File: config.mk
export PLATFORM = sky130hd
export DESIGN_NAME = alu_op_sequencer
export DESIGN_NICKNAME = d
export VERILOG_FILES = /design/src/rtl/alu_op_sequencer.sv
export SDC_FILE = /design/constraint.sdc
export NUM_CORES = 1
export LEC_CHECK = 0
export ABC_AREA = 1
export BUFFER_PORTS_ARGS = -buffer_cell sky130_fd_sc_hd__buf_2
export CORE_ASPECT_RATIO = 0.6
export CORE_MARGIN = 2
export CORE_UTILIZATION = 49
export CTS_CLUSTER_SIZE = 30
export DETAILED_ROUTE_END_ITERATION = 8
export GPL_ROUTABILITY_DRIVEN = 0
export PLACE_DENSITY_LB_ADDON = 0.05
export SYNTH_ARGS = -nofsm -noshare
export SYNTH_HDL_FRONTEND = slang
export SYNTH_SLANG_ARGS = --single-unit
File: constraint.sdc
create_clock -name clk -period 2.7 [get_ports clk]
set_input_delay 0.54 -clock clk [delete_from_list [all_inputs] [get_ports clk]]
set_output_delay 0.54 -clock clk [all_outputs]
set_load 0.02 [all_outputs]
File: src/rtl/alu_op_sequencer.sv
// ALU issue sequencer: decodes MIPS fields into a 3-bit ALU op,
// drives registered operands and captures result/flags.
module alu_op_sequencer #(
  parameter int          DW      = 32,
  parameter logic [DW-1:0] ERR_VAL = {DW{1'b1}}
) (
  input  logic          clk,
  input  logic          rst,
  input  logic          in_valid,
  output logic          in_ready,
  input  logic [5:0]    in_opcode,
  input  logic [5:0]    in_funct,
  input  logic [15:0]   in_imm,
  input  logic [DW-1:0] in_rs_val,
  input  logic [DW-1:0] in_rt_val,
  output logic [DW-1:0] alu_a,
  output logic [DW-1:0] alu_b,
  output logic [2:0]    alu_op,
  input  logic [DW-1:0] alu_o,
  input  logic          alu_zf,
  input  logic          alu_of,
  output logic          out_valid,
  input  logic          out_ready,
  output logic [DW-1:0] out_res,
  output logic          out_zf,
  output logic          out_of,
  output logic          out_err,
  output logic          out_div0
);

  localparam logic [2:0] OP_ADD = 3'd0;
  localparam logic [2:0] OP_SUB = 3'd1;
  localparam logic [2:0] OP_MUL = 3'd2;
  localparam logic [2:0] OP_DIV = 3'd3;
  localparam logic [2:0] OP_AND = 3'd4;
  localparam logic [2:0] OP_OR  = 3'd5;
  localparam logic [2:0] OP_XOR = 3'd6;
  localparam logic [2:0] OP_NOR = 3'd7;

  typedef enum logic [1:0] {
    IDLE = 2'd0,
    EXEC = 2'd1,
    DONE = 2'd2
  } state_t;

  state_t state, state_nx;

  logic [2:0]    dec_op;
  logic [DW-1:0] dec_b;
  logic          dec_err;
  logic          accept;
  logic          err_q;
  logic          div0_q;

  logic [DW-1:0] imm_sx;
  logic [DW-1:0] imm_zx;

  assign imm_sx = {{(DW-16){in_imm[15]}}, in_imm};
  assign imm_zx = {{(DW-16){1'b0}}, in_imm};

  // Instruction field decode into ALU op and b operand
  always_comb begin
    dec_op  = OP_ADD;
    dec_b   = in_rt_val;
    dec_err = 1'b0;
    case (in_opcode)
      6'h00: begin
        case (in_funct)
          6'h20, 6'h21: dec_op = OP_ADD;
          6'h22, 6'h23: dec_op = OP_SUB;
          6'h18:        dec_op = OP_MUL;
          6'h1A:        dec_op = OP_DIV;
          6'h24:        dec_op = OP_AND;
          6'h25:        dec_op = OP_OR;
          6'h26:        dec_op = OP_XOR;
          6'h27:        dec_op = OP_NOR;
          default:      dec_err = 1'b1;
        endcase
      end
      6'h08, 6'h23, 6'h2B: begin
        dec_op = OP_ADD;
        dec_b  = imm_sx;
      end
      6'h0C: begin
        dec_op = OP_AND;
        dec_b  = imm_zx;
      end
      6'h0D: begin
        dec_op = OP_OR;
        dec_b  = imm_zx;
      end
      6'h0E: begin
        dec_op = OP_XOR;
        dec_b  = imm_zx;
      end
      6'h04, 6'h05: dec_op = OP_SUB;
      default: dec_err = 1'b1;
    endcase
  end

  // Next-state, handshake and acceptance logic
  always_comb begin
    state_nx  = state;
    in_ready  = 1'b0;
    out_valid = 1'b0;
    accept    = 1'b0;
    unique case (state)
      IDLE: begin
        in_ready = 1'b1;
        if (in_valid) begin
          accept   = 1'b1;
          state_nx = EXEC;
        end
      end
      EXEC: state_nx = DONE;
      DONE: begin
        out_valid = 1'b1;
        in_ready  = out_ready;
        if (out_ready) begin
          if (in_valid) begin
            accept   = 1'b1;
            state_nx = EXEC;
          end else begin
            state_nx = IDLE;
          end
        end
      end
      default: state_nx = IDLE;
    endcase
  end

  // State register
  always_ff @(posedge clk) begin
    if (rst) state <= IDLE;
    else     state <= state_nx;
  end

  // Operand latch on accept, result capture at end of EXEC
  always_ff @(posedge clk) begin
    if (rst) begin
      alu_a    <= '0;
      alu_b    <= '0;
      alu_op   <= '0;
      err_q    <= 1'b0;
      div0_q   <= 1'b0;
      out_res  <= '0;
      out_zf   <= 1'b0;
      out_of   <= 1'b0;
      out_err  <= 1'b0;
      out_div0 <= 1'b0;
    end else begin
      if (accept) begin
        alu_a  <= in_rs_val;
        alu_b  <= dec_b;
        alu_op <= dec_op;
        err_q  <= dec_err;
        div0_q <= (dec_op == OP_DIV) && (dec_b == '0);
      end
      if (state == EXEC) begin
        out_err  <= err_q;
        out_div0 <= div0_q;
        if (err_q || div0_q) begin
          out_res <= ERR_VAL;
          out_zf  <= 1'b0;
          out_of  <= 1'b0;
        end else begin
          out_res <= alu_o;
          out_zf  <= alu_zf;
          out_of  <= alu_of;
        end
      end
    end
  end

endmodule

==> key figures <==
Run status
  • Run status: finished clean

Final layout
  • Layout area overhead: 33.6%
  • Layout cell share with drive strength beyond 1: approximately a third
  • Final-layout fill cell count: approximately 840
  • Antenna fix cells: 0
  • Final #Nets: 961

GRT
  • Antenna violations before repair: 0
  • Remaining global-route overflow: 0
  • First-pass GRT wire length: 20.5 mm
  • Vias in the first global route: about 4300
  • Largest net degree at the start of global routing: slightly below 70
  • GRT Total Usage: between 20% and 30%

STA
  • Hold Violations, Final: 0
  • RSZ-0062 raised after global routing: no
  • Tightest Pin Transition: 0.580 ns
  • Setup ws final: just under 0.8 ns
  • Relative slew slack: 61.3%
  • Final Setup Violations: 0
  • Fin. max-slew vios: 0
  • Final setup TNS: 0 ns
  • Clock Skew: about 0.009 ns
  • Fin crit period: 1.92 ns
  • Fin crit share: between 70% and 80%
  • Fmax: around 520 MHz

Pwr
  • Leak Pwr: about 0.0033 uW
  • PD cells: about 630 nW/um^2
  • Max VDD drop: approximately 430 uV

Logic synthesis
  • Mapped cell area: around 4500 um^2
  • Synth async-reset ratio: 0%
  • Top area cells in the synthesized netlist: dfxtp_1 (48%), o21ai_0 (10%), nand2_1 (8.3%)
  • Synthesized Nets: about 750
  • Top cell type's share of synthesized area: 47.6%
  • Post-synthesis sequential area ratio: a little under half
  • Cell with the most instances after synthesis: dfxtp_1
  • Register bit count reported by yosys: approximately 110
  • Number of flops mapped to enable cells by yosys: 0
  • Distinct cells, synth: 33
  • Yosys top cell by area: dfxtp_1
  • Yosys warning count: 0
  • Top cells by count, synth: dfxtp_1 (107), nand2_1 (99), nor2_1 (93)
  • Avg Cell Area, Syn: around 7.3 um^2
  • Cells after Synth: 616
  • Most used DFF post-synth: dfxtp_1

Die
  • Die width: between 100 and 150 um
  • I/O pin count: 235
  • Row Count: 27
  • Starting density of the core: 49.7%
  • CORE AREA: 9050 um^2
  • Die height: ~78 um
  • Die ar.: around 10000 um^2

Setup path
  • CP max stage cell: buf_4
  • Worst-path maximum fanout: 68
  • Buf+Inv Stages, Crit Path: 3
  • Worst EP arrival: between 2 and 2.5 ns
  • CP dominant cell by count: inv_1
  • Crit. End Element: register
  • Crit Path Class: register to register
  • Critical Path Max Stage Delay: 0.56 ns
  • Worst path cell trace: inv_1 -> nand2_1 -> nor2_4 -> buf_4 -> o21ai_0 -> o21bai_1 -> inv_1
  • Crit start category: register
  • WP data required: between 2 and 3 ns
  • Crit-path leading delay family: buffers and inverters

Routing
  • Initial DRC count: ~320
  • ANT nets after route: 0
  • Drt first pass iters: 5
  • WL final: 12.8 mm
  • Via density: between 5 and 6
  • DR vias: around 4800
  • DR WL/cell: about 13 um
  • Number of remaining DRC errors: 0

Placement
  • Input/output buffers: ~230
  • DP Worst Slack: roughly 0.51 ns
  • Detailed placement HPWL: around 9.5 mm

Clock network
  • Root Buffer: clkbuf_16
  • H-tree depth: 3
  • Cts hold-fix bufs: 0
  • Clock slew at reported path FFs: 0.07 ns
  • Postcts setup bufs: 0
  • Worst-Skew Late Latency: between 0.3 and 0.4 ns
  • Clock Path Buffers: 2
  • Sink Count: ~110
  • Total CTS buffers: 9
  • Resized cells post-CTS: 0
  • CTS tree: built

Worst hold path
  • Worst hold path class: primary input to register

Job
  • Max cap viols: 0
## layout make-up
cell class	instances	area, um^2	area share [%]
timing repair buffer	240	1230	20.4
tap	116	145	2.41
clock inverter	5	62.6	1.04
clock buffer	11	233	3.87
sequential	107	2140	35.6
multi-input combinational	392	1900	31.5
inverter	81	307	5.10
## cells by family after synthesis
logic type | synth area share [%]
AOI/OAI and AO/OA | 19.9
and+or+nand+nor | 21.9
DFF | 47.6
buffers and inverters | 10.6
## worst paths after layout
kind / from / end / slack, ns / cells after the start
setup / recovery: state[0] / alu_b[2] / 0.78 / 7
hold / removal: in_rs_val[13] / alu_a[13] / 0.42 / 3
setup reg to reg: state[0] / alu_b[2] / 0.78 / 7
hold reg to reg: state[0] / state[1] / 0.46 / 1
## sequential cells by signal (all words and copies together) (netlist names), 2 cells and up
name	count
alu_a	32
alu_b	32
alu_op	3
out_res	32
state	2
## per-layer routing
metal  GRT usage [%]  vias to the layer above  share of wire [%]
met5               0                        -                  0
met3            7.43                       24                8.2
met1            33.4                     2108                 45
li1                -                     2404                  -
met4            7.69                        0                2.2
met2            40.4                      227                 45
## worst reg2reg max path: stages (launching register included)
cell	delay, ns
dfxtp_1	0.32
inv_1	0.11
nand2_1	0.12
nor2_4	0.32
buf_4	0.57
o21ai_0	0.18
o21bai_1	0.20
inv_1	0.05
## metrics by stage
stage	cells	cell area (um^2)	hold WS, ns	util (%)	total power [uW]
floorplan	616	4500	0.434	-	2230
global placement	936	5720	0.449	63.2	2520
detailed placement	936	5720	0.451	63.2	2530
CTS	952	6010	0.409	66.4	3840
global route	952	6010	0.414	66.4	3990
finish	952	6010	0.416	66.4	3810
## power breakdown
group          internal (uW)  switching (uW)  leakage [uW]
registers               1710            63.7      0.000884
clock network            727             577      0.000142
logic                    262             471       0.00229
## placed cells by master, fill, tap and decap left out, types with 4 or more instances in the layout
master     instances
buf_2            234
nand2_1           99
o21bai_1           4
o211ai_1          13
dfxtp_1          107
nand3b_1          12
nand3_1            7
inv_1             79
buf_4              5
nand2_2            4
o21ai_0           90
clkbuf_16          9
a21oi_1           53
nor2_1            91
(Power assumes the default switching activity.)
